**config.mk**
```make
export PLATFORM = sky130hd
export DESIGN_NAME = pipeline_ctrl
export DESIGN_NICKNAME = d
export VERILOG_FILES = /design/src/rtl/pipe_ctrl_pkg.sv /design/src/rtl/pipeline_ctrl_load_use_detect.sv /design/src/rtl/pipeline_ctrl.sv
export SDC_FILE = /design/constraint.sdc
export NUM_CORES = 1
export LEC_CHECK = 0
export ABC_AREA = 1
export CORE_AREA = 4 4 62 64
export CTS_BUF_LIST = sky130_fd_sc_hd__clkbuf_4
export DETAILED_ROUTE_END_ITERATION = 8
export DIE_AREA = 0 0 66 68
export HOLD_SLACK_MARGIN = 0.05
export PLACE_DENSITY = 0.78
export SLEW_MARGIN = 10
export SYNTH_ARGS = -nofsm -noshare
export SYNTH_HDL_FRONTEND = slang
export SYNTH_HIERARCHICAL = 1
export SYNTH_SLANG_ARGS = --single-unit
```
**constraint.sdc**
```tcl
create_clock -name clk -period 1.8 [get_ports clk]
set_input_delay 0.36 -clock clk [delete_from_list [all_inputs] [get_ports clk]]
set_output_delay 0.36 -clock clk [all_outputs]
set_load 0.01 [all_outputs]
```
**src/rtl/pipe_ctrl_pkg.sv**
```systemverilog
// Shared types and constants for the pipeline stall/flush sequencer.
//   ctrl_state_t    : sequencer state (RUN, MEM_WAIT)
//   MEM_TIMEOUT_DEF : default data-memory watchdog limit in cycles (>= 2)
package pipe_ctrl_pkg;

  typedef enum logic {
    RUN      = 1'b0,
    MEM_WAIT = 1'b1
  } ctrl_state_t;

  localparam int MEM_TIMEOUT_DEF = 16;

endpackage

```
**src/rtl/pipeline_ctrl_load_use_detect.sv**
```systemverilog
// Load-use hazard detector. Purely combinational.
// Flags a load in EX whose non-zero destination feeds either source of the
// instruction in ID.
// Ports:
//   idExMemRead     in  instruction in EX is a load
//   idExRd          in  destination register of the EX instruction
//   ifIdRs1/Rs2     in  source registers of the ID instruction
//   loadUse         out hazard present this cycle
module load_use_detect (
  input  logic       idExMemRead,
  input  logic [4:0] idExRd,
  input  logic [4:0] ifIdRs1,
  input  logic [4:0] ifIdRs2,
  output logic       loadUse
);

  // x0 is hardwired to zero, so a load to it never creates a dependency.
  assign loadUse = idExMemRead && (idExRd != 5'd0) &&
                   ((idExRd == ifIdRs1) || (idExRd == ifIdRs2));

endmodule

```
**src/rtl/pipeline_ctrl.sv**
```systemverilog
// Central stall/flush sequencer for the five-stage pipeline.
// Resolves load-use bubbles, taken-branch squashes and multi-cycle data
// memory accesses (request/ready handshake with a timeout watchdog).
// All stall/flush/dmemReq/memFault outputs are combinational from state,
// wait counter and inputs.
// Optional feature: define PIPE_CTRL_PERF_EN to build the stallCycles and
// flushEvents performance counters; otherwise both read 0 and no counter
// flops exist.
// Ports:
//   clk, reset                     clock, synchronous active-high reset
//   idExMemRead, idExRd            load in EX and its destination
//   ifIdRs1, ifIdRs2               sources of the instruction in ID
//   branchTaken                    branch/jump resolved taken in EX
//   exMemMemRead, exMemMemWrite    instruction in MEM accesses data memory
//   dmemReady                      data memory completes access this cycle
//   pcStall, *Stall                hold PC / pipeline registers
//   *Flush                         zero pipeline registers
//   dmemReq                        data-memory request
//   memFault                       one-cycle pulse on access timeout
//   stallCycles, flushEvents       performance counters
//
// state    | meaning
// ---------+-----------------------------------------------------------
// RUN      | normal flow; branch/load-use handled, new access may start
// MEM_WAIT | data access outstanding; pipeline frozen until ready/timeout
module pipeline_ctrl
  import pipe_ctrl_pkg::*;
#(
  parameter int MEM_TIMEOUT = MEM_TIMEOUT_DEF
) (
  input  logic        clk,
  input  logic        reset,
  input  logic        idExMemRead,
  input  logic [4:0]  idExRd,
  input  logic [4:0]  ifIdRs1,
  input  logic [4:0]  ifIdRs2,
  input  logic        branchTaken,
  input  logic        exMemMemRead,
  input  logic        exMemMemWrite,
  input  logic        dmemReady,
  output logic        pcStall,
  output logic        ifIdStall,
  output logic        idExStall,
  output logic        exMemStall,
  output logic        ifIdFlush,
  output logic        idExFlush,
  output logic        exMemFlush,
  output logic        memWbFlush,
  output logic        dmemReq,
  output logic        memFault,
  output logic [31:0] stallCycles,
  output logic [31:0] flushEvents
);

  localparam int            CW       = $clog2(MEM_TIMEOUT);
  localparam logic [CW-1:0] LAST_CNT = CW'(MEM_TIMEOUT - 1);

  ctrl_state_t   state;
  logic [CW-1:0] waitCnt;
  logic          memAcc;
  logic          memStall;
  logic          loadUse;

  load_use_detect u_load_use_detect (
    .idExMemRead (idExMemRead),
    .idExRd      (idExRd),
    .ifIdRs1     (ifIdRs1),
    .ifIdRs2     (ifIdRs2),
    .loadUse     (loadUse)
  );

  assign memAcc = exMemMemRead | exMemMemWrite;

  always_comb begin
    pcStall    = 1'b0;
    ifIdStall  = 1'b0;
    idExStall  = 1'b0;
    exMemStall = 1'b0;
    ifIdFlush  = 1'b0;
    idExFlush  = 1'b0;
    exMemFlush = 1'b0;
    memWbFlush = 1'b0;
    dmemReq    = 1'b0;
    memFault   = 1'b0;
    memStall   = 1'b0;
    if (reset) begin
      ifIdFlush  = 1'b1;
      idExFlush  = 1'b1;
      exMemFlush = 1'b1;
      memWbFlush = 1'b1;
    end else begin
      case (state)
        RUN: begin
          dmemReq  = memAcc;
          memStall = memAcc & ~dmemReady;
        end
        MEM_WAIT: begin
          dmemReq = 1'b1;
          if (!dmemReady) begin
            if (waitCnt == LAST_CNT) begin
              // Timeout: release the pipe but kill the faulting write-back.
              memFault   = 1'b1;
              memWbFlush = 1'b1;
            end else begin
              memStall = 1'b1;
            end
          end
        end
        default: ;
      endcase

      // Branch/load-use are evaluated on release cycles too, since the frozen
      // ID/EX still holds the instruction that raised them.
      if (memStall) begin
        pcStall    = 1'b1;
        ifIdStall  = 1'b1;
        idExStall  = 1'b1;
        exMemStall = 1'b1;
        memWbFlush = 1'b1;
      end else if (branchTaken) begin
        ifIdFlush = 1'b1;
        idExFlush = 1'b1;
      end else if (loadUse) begin
        pcStall   = 1'b1;
        ifIdStall = 1'b1;
        idExFlush = 1'b1;
      end
    end
  end

  always_ff @(posedge clk) begin
    if (reset) begin
      state   <= RUN;
      waitCnt <= '0;
    end else begin
      case (state)
        RUN: begin
          if (memAcc && !dmemReady) begin
            state   <= MEM_WAIT;
            waitCnt <= CW'(1);
          end
        end
        MEM_WAIT: begin
          if (dmemReady || (waitCnt == LAST_CNT)) begin
            state   <= RUN;
            waitCnt <= '0;
          end else begin
            waitCnt <= waitCnt + 1'b1;
          end
        end
        default: begin
          state   <= RUN;
          waitCnt <= '0;
        end
      endcase
    end
  end

`ifdef PIPE_CTRL_PERF_EN
  always_ff @(posedge clk) begin
    if (reset) begin
      stallCycles <= '0;
      flushEvents <= '0;
    end else begin
      if (pcStall) stallCycles <= stallCycles + 32'd1;
      if (ifIdFlush || memFault) flushEvents <= flushEvents + 32'd1;
    end
  end
`else
  assign stallCycles = '0;
  assign flushEvents = '0;
`endif

endmodule

```
; ---- Word-level counts from Yosys, hierarchy flattened
; Cells that the tools add are included.
[word_totals]
mem_count = 0
in_bits = 22
mem_bits_rw = 0
romBits = 0
latch_bits = 0
wordCells = 49
ff_bits = 5
[op_classes]
muxes = 31
multipliers = 0
n_eq_ne = 4
add_sub_neg = 1
reduce_logical = 7
div = 0
n_shift = 0
magnitude_cmp = 0
bitwise_logic = 4
[op_table]
columns = op, count
row1 = 2-to-1 mux 1 bit, 25
row2 = equality test 5 bit, 2
row3 = 2-to-1 mux 4 bit, 2
row4 = case mux 4 bit (2 select lines), 1
row5 = case mux 1 bit (2 select lines), 3
row6 = nonzero test 5 bit, 1
row7 = "adder 4 x 1 -> 4 bit, second input constant", 1
row8 = "equality test 4 bit, second input constant", 1
row9 = logical AND 1 bit, 3
row10 = logical OR 1 bit, 2
row11 = "!= test 2 bit, second input constant", 1
row12 = NOT 1 bit, 2
row13 = bitwise AND 1 bit, 1
row14 = logical NOT 1 bit, 1
row15 = OR 1 bit, 1

; ---- Longest topological paths before layout
[logic_depth]
word_depth = 7
ltp_mapped = 9
depth_no_buf = 8

; ---- Modules after synthesis
; The synthesis kept the hierarchy.
[by_module_without_submodules]
columns = module, n_inst, area_per_inst_um2, seq_area_each_um2, cells_each
row1 = pipeline_ctrl, 1, 838.3, 100.1, 121
row2 = load_use_detect, 1, 195.2, 0.0, 45

; ---- Least setup slack after synthesis
; Ideal clock, no wire load.
[synth_timing]
kind = flip-flop to output port
startpoint = register waitCnt[0]
endpoint = output port pcStall
path_slack_ps = 297
required_time_ps = 1440
arrival_ps = 1143
path_buffers = 1
path_stages_with_launch = 8
cell_sequence = dfxtp_1 -> ha_1 -> nand3_2 -> nor2_2 -> inv_1 -> nand3_2 -> nand2_1 -> buf_4
[synth_between]
elab_chain_cells = 7
[synth_lines]
columns = item, line
row1 = from (decl), pipeline_ctrl.sv:59  ; logic [CW-1:0] waitCnt;
row2 = from (signal assigned), pipeline_ctrl.sv:148  ; waitCnt <= waitCnt + 1'b1;
row3 = equality test 4 bit, pipeline_ctrl.sv:100  ; if (waitCnt == LAST_CNT) begin
row4 = 2-to-1 mux 1 bit, pipeline_ctrl.sv:100
row5 = 2-to-1 mux 1 bit, pipeline_ctrl.sv:99  ; if (!dmemReady) begin
row6 = case mux 1 bit (2 select lines), pipeline_ctrl.sv:92  ; case (state)
row7 = 2-to-1 mux 1 bit, pipeline_ctrl.sv:86  ; if (reset) begin
row8 = 2-to-1 mux 1 bit (2 in a row), -
row9 = to (decl), pipeline_ctrl.sv:41  ; output logic pcStall,
; No other way between the ends. The select of a mux whose other input is x is not followed.

; ---- Worst setup path after layout
[layout_timing]
startpoint = register waitCnt[0]
endpoint = output port ifIdFlush
[layout_between]
elab_chain_cells = 7
[layout_lines]
columns = item, line
row1 = equality test 4 bit, pipeline_ctrl.sv:100
row2 = 2-to-1 mux 1 bit, pipeline_ctrl.sv:100
row3 = 2-to-1 mux 1 bit, pipeline_ctrl.sv:99
row4 = case mux 1 bit (2 select lines), pipeline_ctrl.sv:92
row5 = 2-to-1 mux 1 bit, pipeline_ctrl.sv:86
row6 = 2-to-1 mux 1 bit, pipeline_ctrl.sv:114  ; if (memStall) begin
row7 = 2-to-1 mux 1 bit, pipeline_ctrl.sv:86
row8 = to (decl), pipeline_ctrl.sv:45  ; output logic ifIdFlush,
; No other way between the ends. The select of a mux whose other input is x is not followed.

==> impl_metrics.env <==
export IMPL_cts_hold_repair_buffers=0
export IMPL_synth_xor_area_share_pct=2.54
export IMPL_drv_slew=0
export IMPL_synth_mux_area_share_pct=0
export IMPL_gp_congestion=0.864
export IMPL_synth_cells=166
export IMPL_max_cap_violations=0
export IMPL_finalSetupTns_ns=0
export IMPL_dpl_hpwl_mm=1.85
export IMPL_slowest_stage="dfxtp_2"
export IMPL_coreArea_um2=3280
export IMPL_design_power_total_uw=488
export IMPL_grtUsageTotal_pct=8.53
export IMPL_clock_path_buffers=2
export IMPL_insertion_delay_ns=0.25
export IMPL_cts_num_sinks=5
export IMPL_outcome="finished clean"
export IMPL_n_fill_cell=368
export IMPL_p_per_area_nw_per_um2=378
export IMPL_rrSetupSlack_ns=0.47
export IMPL_grt_start_max_net_pins=7
export IMPL_first_pass_iters=4
export IMPL_worstPathArrival_ns=1.38
export IMPL_finClkSkew_ns=0.00718
export IMPL_grt_pass1_vias=768
export IMPL_layout_drive_gt1_share_pct=28.4
export IMPL_dr_total_vias=931
export IMPL_final_instance_count_excl_fill=261
export IMPL_final_min_clock_period_ns=1.74
export IMPL_synth_top_family_by_area="buffers and inverters"
export IMPL_min_path_type="in -> reg"
export IMPL_drc=0
export IMPL_dieWidth_um=66
export IMPL_drt_iter0_markers=22
export IMPL_p_leak_nw=0.764
export IMPL_critical_path_top_delay_family="flip-flops"
export IMPL_io_buffers=31
export IMPL_grt_pass1_wl_mm=2.93
export IMPL_die_area_um2=4490
export IMPL_h_tree_depth=1
export IMPL_layout_commonest_cell="conb_1"
export IMPL_crit_path_cell_trace="ha_4 -> nand3_4 -> nor2_4 -> buf_6 -> nor2_1 -> a21oi_1 -> buf_2"
export IMPL_layout_common_cells="conb_1 (64), nand2_1 (33), buf_4 (17), inv_2 (10), inv_1 (10)"
export IMPL_setup_viol=0
export IMPL_timing_fmax_mhz=574
export IMPL_yosysSeqAreaShare_pct=9.69
export IMPL_crit_buf_inv=2
export IMPL_synth_area_um2=1030
export IMPL_io_pins=96
export IMPL_synthToLayoutAreaGrowth_pct=25.1
export IMPL_ir_drop_v=0.000130
export IMPL_antenna_cells=0
export IMPL_synth_cell_types=19
export IMPL_worstSetupStartpointType="flip-flop"
export IMPL_start_util_pct=31.5
export IMPL_routedWlPerCell_um=8.67
export IMPL_wl_mm=2.26
export IMPL_max_stage_delay_ns=0.35
export IMPL_clkTransAtPathRegs_ns=0.05
export IMPL_syn_area_per_cell_um2=6.23
export IMPL_grt_overflow_total=0
export IMPL_criticalPathCategory="reg -> out"
export IMPL_yosysWarnings=6
export IMPL_ys_ff_latch=5
export IMPL_nets=239
export IMPL_drt_antenna_violating_nets=0
export IMPL_cts_tree="built"
export IMPL_rows=21
export IMPL_antenna_found_initial=0
export IMPL_cts_inserted_buffers=3
export IMPL_rsz0062_at_grt="yes"
export IMPL_critPathCaptureType="primary output"
export IMPL_hold_viol_final=0
export IMPL_yosys_area_share_simple_pct=24.6
export IMPL_cts_root_buffer="clkbuf_4"
export IMPL_synth_compound_area_share_pct=5.69
export IMPL_dp_cells=251
export IMPL_die_y_um=68
export IMPL_post_route_period_util_pct=96.8
export IMPL_critPathMaxFanout=2
export IMPL_routed_via_density=3.57
export IMPL_required_ns=1.44
export IMPL_synthAdderAreaFrac_pct=1.21
[layout make-up]
type	count	area, um2	share of cell area [%]
sequential	5	103	7.94
timing repair buffer	49	393	30.4
tap	46	57.6	4.45
clock buffer	4	30.0	2.32
multi-input combinational	137	634	49.1
inverter	20	75.1	5.81
[synthesized netlist by cell type]
library cell | n | area (um2)
dfxtp_1 | 5 | 100
nand3_1 | 6 | 30.0
buf_4 | 67 | 503
xnor2_1 | 2 | 17.5
a21oi_2 | 1 | 8.76
nand2_1 | 35 | 131
conb_1 | 1 | 3.75
nor2_1 | 10 | 37.5
inv_1 | 15 | 56.3
nand4_1 | 2 | 12.5
a21oi_1 | 5 | 25.0
ha_1 | 1 | 12.5
nor2_2 | 2 | 12.5
nand3_2 | 2 | 20.0
inv_2 | 5 | 18.8
o21ai_1 | 2 | 10.0
nor3_2 | 1 | 10.0
xor2_1 | 1 | 8.76
o21ai_0 | 3 | 15.0
[power breakdown]
part           total, mW  internal, mW  switching, mW  leakage [nW]
registers          0.119         0.116        0.00355        0.0416
logic              0.220        0.0795          0.140         0.704
clock network      0.149        0.0991         0.0503        0.0184
total              0.488         0.294          0.194         0.764
[per-layer routing]
| metal | global-route usage, % | routed length [um] | vias to the layer above |
|---|---|---|---|
| met1 | 9.28 | 728 | 394 |
| met2 | 14.4 | 1180 | 62 |
| met4 | 5.33 | 34 | 0 |
| met5 | 0 | 0 | - |
| met3 | 2.79 | 323 | 4 |
| li1 | - | - | 471 |
[final timing paths]
kind,from,to,depth (start not counted)
max reg2reg,waitCnt[0],waitCnt[2],7
max,waitCnt[0],ifIdFlush,7
min,reset,waitCnt[1],3
min reg2reg,state,waitCnt[0],3
[per-stage QoR]
stage | hold slack (ns) | area [um2] | util, % | setup slack (ns)
after floorplan | 0.429 | 1270 | - | 0.297
after global placement | 0.537 | 1220 | 37.3 | -0.673
after detailed placement | 0.542 | 1220 | 37.3 | -0.703
after CTS | 0.543 | 1250 | 38.2 | -0.00207
after global routing | 0.590 | 1290 | 39.4 | -0.0688
final | 0.538 | 1290 | 39.4 | 0.0575
[state kept, by name, summed over array words and instances (netlist names)]
name / cells
state: 1
waitCnt: 4
[kinds of logic (layout without fill, tap and decap cells)]
kind of cell    Yosys count  count (layout)
buf+inv                  87              73
simple gates             58              58
xor+xnor                  3               3
flops                     5               5
other cells               1              64
compound gates           11              11
fa+ha+maj                 1               1
[worst min-delay path: cells and delay by family]
family / cells / cell delay [ns]
AO/OA/AOI/OAI: 1 / 0.04
buffers and inverters: 2 / 0.35
[timing repair]
item                       CTS  global route
setup endpoints to repair   10             8
buffers inserted             3             3
resized for setup           55            30
cloned                       0             0
pin swaps                   15            18
Note: power is estimated with default switching activity, not from simulation.
